### config.mk
export PLATFORM = sky130hd
export DESIGN_NAME = ir_cmd_decoder
export DESIGN_NICKNAME = d
export VERILOG_FILES = /design/src/rtl/ir_pkg.sv /design/src/rtl/ir_hold_timer.sv /design/src/rtl/ir_cmd_decoder.sv
export SDC_FILE = /design/constraint.sdc
export NUM_CORES = 1
export LEC_CHECK = 0
export ABC_AREA = 1
export CORE_ASPECT_RATIO = 1.5
export CORE_MARGIN = 4
export CORE_UTILIZATION = 57
export CTS_CLUSTER_DIAMETER = 40
export DETAILED_ROUTE_END_ITERATION = 10
export PLACE_DENSITY = 0.85
export SYNTH_ARGS = -nofsm -noshare
export SYNTH_HDL_FRONTEND = slang
export SYNTH_SLANG_ARGS = --single-unit
### constraint.sdc
create_clock -name clk -period 2.8 [get_ports clk]
set_clock_uncertainty 0.1 [all_clocks]
set_input_delay 0.84 -clock clk [delete_from_list [all_inputs] [get_ports clk]]
set_output_delay 0.84 -clock clk [all_outputs]
set_load 0.02 [all_outputs]
### src/rtl/ir_pkg.sv
// Shared types and command codes for the IR remote command decoder.
package ir_pkg;

    typedef enum logic [2:0] {
        MOTION_STOP  = 3'd0,
        MOTION_FWD   = 3'd1,
        MOTION_LEFT  = 3'd2,
        MOTION_RIGHT = 3'd3
    } motion_t;

    typedef enum logic {
        IDLE = 1'b0,
        HELD = 1'b1
    } hold_state_t;

    localparam logic [7:0] IR_CODE_STOP   = 8'h0C;
    localparam logic [7:0] IR_CODE_FWD    = 8'h16;
    localparam logic [7:0] IR_CODE_LEFT   = 8'h14;
    localparam logic [7:0] IR_CODE_RIGHT  = 8'h18;
    localparam logic [7:0] IR_CODE_FAST   = 8'h1B;
    localparam logic [7:0] IR_CODE_SLOW   = 8'h1F;
    localparam logic [7:0] IR_CODE_TOGGLE = 8'h12;

    // Codes that latch as last_cmd and can be re-applied by a repeat.
    function automatic logic is_hold_code(input logic [7:0] code);
        return (code == IR_CODE_FWD)  || (code == IR_CODE_LEFT) ||
               (code == IR_CODE_RIGHT) || (code == IR_CODE_FAST) ||
               (code == IR_CODE_SLOW);
    endfunction

endpackage

### src/rtl/ir_hold_timer.sv
// Key-hold timer: cleared on restart, counts while run is high, flags the last hold cycle.
module ir_hold_timer #(
    parameter int TIMEOUT_CYCLES = 5_400_000
) (
    input  logic clk,
    input  logic rst_n,
    input  logic restart,
    input  logic run,
    output logic expire
);
    localparam int CW = $clog2(TIMEOUT_CYCLES + 1);
    localparam logic [CW-1:0] LAST_COUNT = CW'(TIMEOUT_CYCLES - 1);

    logic [CW-1:0] count_q, count_d;

    assign expire = run && (count_q == LAST_COUNT);

    always_comb begin
        count_d = count_q;
        if (restart) begin
            count_d = '0;
        end else if (!run) begin
            count_d = '0;
        end else if (!expire) begin
            count_d = count_q + 1'b1;
        end
    end

    always_ff @(posedge clk or negedge rst_n) begin
        if (!rst_n) begin
            count_q <= '0;
        end else begin
            count_q <= count_d;
        end
    end

endmodule

### src/rtl/ir_cmd_decoder.sv
// IR remote command decoder: NEC frames/repeats to motion, speed level and mode.
// Define IR_CMD_CHECK_EN to require a valid complement byte and matching address.
module ir_cmd_decoder
    import ir_pkg::*;
#(
    parameter int          SPEED_LEVELS   = 4,
    parameter int          SPEED_RESET    = 0,
    parameter int          TIMEOUT_CYCLES = 5_400_000,
    parameter logic [15:0] ADDR           = 16'h00FF
) (
    input  logic                            clk,
    input  logic                            rst_n,
    input  logic [31:0]                     ir_data,
    input  logic                            data_ready,
    input  logic                            ir_repeat,
    output motion_t                         motion,
    output logic [$clog2(SPEED_LEVELS)-1:0] speed,
    output logic                            auto_mode,
    output logic                            cmd_valid,
    output logic                            cmd_error
);
    localparam int SW = $clog2(SPEED_LEVELS);
    localparam logic [SW-1:0] SPEED_MAX  = SW'(SPEED_LEVELS - 1);
    localparam logic [SW-1:0] SPEED_INIT = SW'(SPEED_RESET);

    hold_state_t   state_q, state_d;
    motion_t       motion_q, motion_d;
    logic [SW-1:0] speed_q, speed_d;
    logic          auto_q, auto_d;
    logic [7:0]    last_q, last_d;
    logic          valid_q, valid_d;
    logic          error_q, error_d;

    logic       restart, expire, frame_ok, apply;
    logic [7:0] code, apply_code;

    assign code = ir_data[7:0];

`ifdef IR_CMD_CHECK_EN
    assign frame_ok = (ir_data[15:8] == ~ir_data[7:0]) && (ir_data[31:16] == ADDR);
`else
    logic unused_bits;
    assign unused_bits = ^{ir_data[31:8], ADDR};
    assign frame_ok    = 1'b1;
`endif

    ir_hold_timer #(.TIMEOUT_CYCLES(TIMEOUT_CYCLES)) u_hold_timer (
        .clk     (clk),
        .rst_n   (rst_n),
        .restart (restart),
        .run     (state_q == HELD),
        .expire  (expire)
    );

    // A frame outranks a simultaneous repeat, and any strobe outranks expiry.
    always_comb begin
        state_d    = state_q;
        motion_d   = motion_q;
        speed_d    = speed_q;
        auto_d     = auto_q;
        last_d     = last_q;
        valid_d    = 1'b0;
        error_d    = 1'b0;
        restart    = 1'b0;
        apply      = 1'b0;
        apply_code = code;

        if (data_ready) begin
            if (!frame_ok || !(is_hold_code(code) || code == IR_CODE_STOP ||
                               code == IR_CODE_TOGGLE)) begin
                motion_d = MOTION_STOP;
                state_d  = IDLE;
                error_d  = 1'b1;
            end else if (code == IR_CODE_STOP) begin
                motion_d = MOTION_STOP;
                state_d  = IDLE;
                valid_d  = 1'b1;
            end else if (code == IR_CODE_TOGGLE) begin
                auto_d   = !auto_q;
                motion_d = MOTION_STOP;
                state_d  = IDLE;
                valid_d  = 1'b1;
            end else if (!auto_q) begin
                apply = 1'b1;
            end
        end else if (ir_repeat && state_q == HELD && !auto_q) begin
            apply      = 1'b1;
            apply_code = last_q;
        end else if (expire) begin
            motion_d = MOTION_STOP;
            state_d  = IDLE;
        end

        if (apply) begin
            last_d  = apply_code;
            state_d = HELD;
            restart = 1'b1;
            valid_d = 1'b1;
            case (apply_code)
                IR_CODE_FWD:   motion_d = MOTION_FWD;
                IR_CODE_LEFT:  motion_d = MOTION_LEFT;
                IR_CODE_RIGHT: motion_d = MOTION_RIGHT;
                IR_CODE_FAST:  if (speed_q != SPEED_MAX) speed_d = speed_q + 1'b1;
                IR_CODE_SLOW:  if (speed_q != '0) speed_d = speed_q - 1'b1;
                default:       ;
            endcase
        end
    end

    always_ff @(posedge clk or negedge rst_n) begin
        if (!rst_n) begin
            state_q  <= IDLE;
            motion_q <= MOTION_STOP;
            speed_q  <= SPEED_INIT;
            auto_q   <= 1'b0;
            last_q   <= IR_CODE_STOP;
            valid_q  <= 1'b0;
            error_q  <= 1'b0;
        end else begin
            state_q  <= state_d;
            motion_q <= motion_d;
            speed_q  <= speed_d;
            auto_q   <= auto_d;
            last_q   <= last_d;
            valid_q  <= valid_d;
            error_q  <= error_d;
        end
    end

    assign motion    = motion_q;
    assign speed     = speed_q;
    assign auto_mode = auto_q;
    assign cmd_valid = valid_q;
    assign cmd_error = error_q;

endmodule

== Yosys cells after proc, flatten, opt, wreduce, memory -nomap -nowiden ==
Index checks and enable logic that the tools add are counted.

* Register bits after elaboration: 40
* Output and inout bits: 8
* Word-level logic and storage cells: 84

* Add/sub/neg operators: 3
* Eq/ne operators: 19
* Muxes and demuxes: 37
* Bitwise operators: 1
* Reductions and logical operators: 16

{| class="wikitable"
|+ Operators with widths
! kind !! count
|-
| 8-bit by 5-bit equality test with 1-bit output (second input constant) || 11
|-
| 23-bit two-way mux || 3
|-
| 23-bit by 1-bit adder with 23-bit output (second input constant) || 1
|-
| 23-bit equality test (second input constant) || 1
|-
| 1-bit two-way mux || 21
|-
| 3-bit two-way mux || 7
|-
| 8-bit two-way mux || 2
|-
| 3-bit case mux with 3 select lines || 1
|-
| 8-bit by 4-bit equality test with 1-bit output (second input constant) || 1
|-
| 4-bit AND reduction || 2
|-
| 1-bit logical OR || 6
|-
| 2-bit inequality test (second input constant) || 3
|-
| 3-bit inequality test (second input constant) || 2
|-
| 5-bit inequality test (second input constant) || 1
|-
| 2-bit two-way mux || 2
|-
| 2-bit case mux with 2 select lines || 1
|-
| 2-bit nonzero test || 2
|-
| 1-bit logical AND || 3
|-
| 3-bit AND reduction || 1
|-
| 3-bit nonzero test || 1
|-
| 2-bit by 1-bit adder with 2-bit output (second input constant) || 1
|-
| 2-bit by 1-bit subtractor with 2-bit output (second input constant) || 1
|-
| 1-bit zero test || 1
|-
| 1-bit NOT || 1
|}

== Depth between registers and ports, before layout ==
* Depth in word-level cells: 11
* Mapped depth: 15
* Depth with buffers taken out: 13

== Hierarchy ==
A second synthesis with hierarchy kept.

* Cell total of the unflattened synthesis: 384
* Area total of the unflattened synthesis: 2673.8 um^2

{| class="wikitable"
|+ By module, submodules not included
! module !! instances !! cells each !! area each (um^2) !! sequential area each (um^2)
|-
| ir_hold_timer || 1 || 230 || 1584.0 || 575.6
|-
| ir_cmd_decoder || 1 || 154 || 1089.8 || 427.9
|}

== Least setup slack after synthesis ==
No wires, ideal clock.

* Kind: input to register
* Start: input ir_data[6]
* End: register motion_q[1] (netlist: motion[1])
* Data arrival time: 1890 ps
* Data required time: 2579 ps
* Slack: 689 ps
* Stages on the path: 11
* Path buffers: 1
* Cells stage by stage: inv_1 -> nand2_1 -> nor3_1 -> nand3_1 -> nand2_1 -> nand2_2 -> inv_1 -> buf_2 -> nand3_1 -> nand3_1 -> nand2_1

* Longest elaborated chain between the ends: 11
* Elaborated cells on any way between the ends: 28
* Classes of those cells: eq/ne (10); mux (12); reduce/logical (6)

{| class="wikitable"
|+ RTL lines
! what !! RTL line !! source
|-
| start, declared || ir_cmd_decoder.sv:13 || <nowiki>input logic [31:0] ir_data,</nowiki>
|-
| 8-bit by 5-bit equality test with 1-bit output || ir_pkg.sv:26 || <nowiki>return (code == IR_CODE_FWD) || (code == IR_CODE_LEFT) ||</nowiki>
|-
| 1-bit logical OR (2 in series) || ir_pkg.sv:26 ||
|-
| 1-bit logical OR (2 in series) || ir_pkg.sv:27 || <nowiki>(code == IR_CODE_RIGHT) || (code == IR_CODE_FAST) ||</nowiki>
|-
| 1-bit logical OR (2 in series) || ir_cmd_decoder.sv:69 || <nowiki>if (!frame_ok || !(is_hold_code(code) || code == IR_CODE_STOP ||</nowiki>
|-
| 3-bit two-way mux || ir_cmd_decoder.sv:69 ||
|-
| 3-bit two-way mux || ir_cmd_decoder.sv:68 || <nowiki>if (data_ready) begin</nowiki>
|-
| 3-bit case mux with 3 select lines || ir_cmd_decoder.sv:99 || <nowiki>case (apply_code)</nowiki>
|-
| 3-bit two-way mux * || ir_cmd_decoder.sv:94 || <nowiki>if (apply) begin</nowiki>
|-
| net motion_d[1] || ir_cmd_decoder.sv:27 || <nowiki>motion_t motion_q, motion_d;</nowiki>
|-
| end signal, assigned || ir_cmd_decoder.sv:121 || <nowiki>motion_q <= motion_d;</nowiki>
|-
| end, declared || ir_cmd_decoder.sv:27 ||
|}

Mark *: on every way through the listed nets, which the timed path passes. The rest lies on a longest branch.
A chain may end at the register's enable or synchronous reset.

== Worst setup path after layout ==
* Start: register auto_q (netlist: auto_mode)
* End: output auto_mode

{| class="wikitable"
|+ RTL lines
! what !! RTL line !! source
|-
| start, declared || ir_cmd_decoder.sv:29 || <nowiki>logic auto_q, auto_d;</nowiki>
|-
| start signal, assigned || ir_cmd_decoder.sv:123 || <nowiki>auto_q <= auto_d;</nowiki>
|-
| end, declared || ir_cmd_decoder.sv:18 || <nowiki>output logic auto_mode,</nowiki>
|}

No word-level cell between the ends.

==> metrics <==
Final setup violation count 0; CP max stage delay 0.68 ns; Critical Path Fanout Max 5; Syn Std Cell Area 2490 um^2; Core ar. 4250 um^2; flops & latches, synth 40; antenna fix cells 0; routability cong. 0.888; Hold Vio Cnt, Final 0; Congestion Overflow GR 0; NetSw 0.000350 W; Worst Hold Depth 1; vias in the first global route 2389; RSZ-0062 raised after global routing no; area occupied by multi-input gates 1260 um^2; Worst Tran Pin Value 0.878 ns; register area share after synthesis 40.3%; cell breakdown of the critical path clkdlybuf4s50_1; reg2reg path depth 11; sequential cell area 1000 um^2; Die Span Y 89.0 um; syn nets 383; fmax 0.405 GHz; DRT antenna net count 0; WP buf/inv 1; Synth top area share 38.2%; DP HPWL 4.53 mm; fillers 350; num rows 29; CTS clock-pin slew for the worst setup and hold paths 0.08 ns; CTS tree built; setup TNS 0 ns; Power Dens Cells 449 nW/um^2; Slowest-stage cell, CP clkdlybuf4s50_1; Sw Ratio 27.2%; Clock Path Buffers 2; clock latency on the worst-skew pair 0.30 ns; dpl cells 413; Total Power 0.00129 W; Gate power share 14.5%; top cells by area, synth dfrtp_1 38%, nand2_1 11%, inv_1 7.1%; CTS resizes 0; Slew Viols, Final 0; initial core utilization 58.7%; clock power share 36.9%; internal power 0.000936 W; cell taking the most area after synthesis dfrtp_1; pin count of the biggest net entering global routing 41; Worst EP arrival 1.53 ns; 1st-pass router iterations 5; # clock sinks 40; Reg power frac 48.6%; post-CTS setup buffer count 0; Layout Area Growth over Synthesis 14.8%; Async S/R FF share, synth 100%; crit share post-route 88.2%; H-tree depth 2; Crit. path cell count 1; CP top delay family buffers and inverters; synthesis warning total 0; Tmin final 2.47 ns; # DRC 0; first-pass GRT wire length 10.1 mm; # port buffers 19; Pleak 1.32 nW; total global-route track usage 24.6%; non-filler cells, final 421; CP Capture Type output pin; via count 2391; worst-case vdd ir drop 0.513 mV; Routed WL 5.91 mm; number of antenna violations at the first check in global routing 0; hold crit path type reg2reg; fin nets 411; status complete, no violations; WS Path Type reg2out; Avg WL per Cell 14.0 um; hold_buf cts 0; number of synthesized flops with an enable pin 0; Post-synth top flop dfrtp_1; post-synth cell types 34; Syn Inst Count 346; layout cells sized above 1 12.3%; Placement Cell Area 2750 um^2; Data required, critical path 1.86 ns; DIE AREA 5520 um^2; CTS buffer count 5; Relative slew margins 41.4%; Vias/cell 5.68; number of DRC markers in iteration 0 109; post-route cell area 2860 um^2; synthesized area per cell 7.20 um^2; num ports 44; clock root buffer clkbuf_8; Max-Cap Viols 0; CP startpoint kind register; die width 62.0 um
-- cell usage in the layout, fill, tap and decap left out, types with 3 or more instances in the layout --
master,synthesis,layout
a21oi_1,7,7
buf_4,1,8
clkbuf_8,0,5
clkdlybuf4s50_1,0,18
dfrtp_1,38,38
inv_1,47,47
inv_2,4,4
nand2_1,75,75
nand2_2,13,13
nand3_1,30,30
nand3b_1,3,3
nand4_1,13,13
nor2_1,46,46
nor2_2,3,3
nor3_1,10,10
nor3_2,3,3
nor4_1,5,5
o21ai_0,16,16
xnor2_1,5,5
xor2_1,3,3
-- cell type report --
class | count | share of cell area (%)
clock buffer | 6 | 2.54
clock inverter | 2 | 1.22
inverter | 51 | 6.69
multi-input combinational | 249 | 43.9
sequential | 40 | 35.1
tap | 46 | 2.01
timing repair buffer | 27 | 8.57
-- stage by stage --
step,hold slack (ns),utilization [%],worst slack [ns]
floorplan,0.344,-,0.689
global placement,0.361,64.9,0.0876
detailed placement,0.372,64.9,0.0564
CTS,0.393,67.4,0.330
global route,0.417,67.4,0.203
finish,0.389,67.4,0.332
-- registers in the layout, summed over array words and instances (netlist names) --
register / flops
state_q: 1
u_hold_timer.count_q: 23
cmd_error: 1
auto_mode: 1
cmd_valid: 1
motion: 3
last_q: 8
speed: 2
-- cell usage after synthesis, types with 2 or more instances --
library cell / count
nand2_1: 75
inv_1: 47
nor2_1: 46
dfrtp_1: 38
nand3_1: 30
o21ai_0: 16
nand2_2: 13
nand4_1: 13
nor3_1: 10
a21oi_1: 7
nor4_1: 5
xnor2_1: 5
inv_2: 4
buf_2: 3
nand3b_1: 3
nor2_2: 3
nor3_2: 3
xor2_1: 3
a211oi_1: 2
and3_1: 2
dfstp_2: 2
nand2_4: 2
o211ai_1: 2
o21ai_1: 2
-- layer usage --
layer | GRT usage, % | wire length, um
met5 | 0 | 0
met4 | 14.9 | 231
met3 | 3.76 | 181
met2 | 43.9 | 3280
met1 | 25.9 | 2220
-- power groups by stage --
stage          clock network (W)  registers (W)  logic [W]
2_1_floorplan                  0       0.000632   0.000114
4_1_cts                 0.000476       0.000624   0.000188
3_3_place_gp                   0       0.000634   0.000182
5_1_grt                 0.000501       0.000627   0.000210
6_report                0.000474       0.000624   0.000187
3_5_place_dp                   0       0.000635   0.000187
-- path summary, 6_finish.rpt --
check | slack [ns] | end | start
hold reg to reg | 0.39 | last_q[4] | last_q[4]
hold / removal | 0.39 | last_q[4] | last_q[4]
max in group asynchronous | 1.48 | motion[2] | rst_n
setup reg to reg | 0.66 | u_hold_timer.count_q[6] | u_hold_timer.count_q[0]
setup / recovery | 0.33 | auto_mode | auto_mode
min in group asynchronous | 0.56 | u_hold_timer.count_q[8] | rst_n
-- logic make-up after synthesis --
family / share of synthesized area (%)
simple gates: 39.9
xor+xnor: 2.81
fa+ha+maj: 0.502
flops: 40.3
compound gates: 7.23
buf+inv: 9.34
No activity file was read; power rests on OpenSTA's default activity.
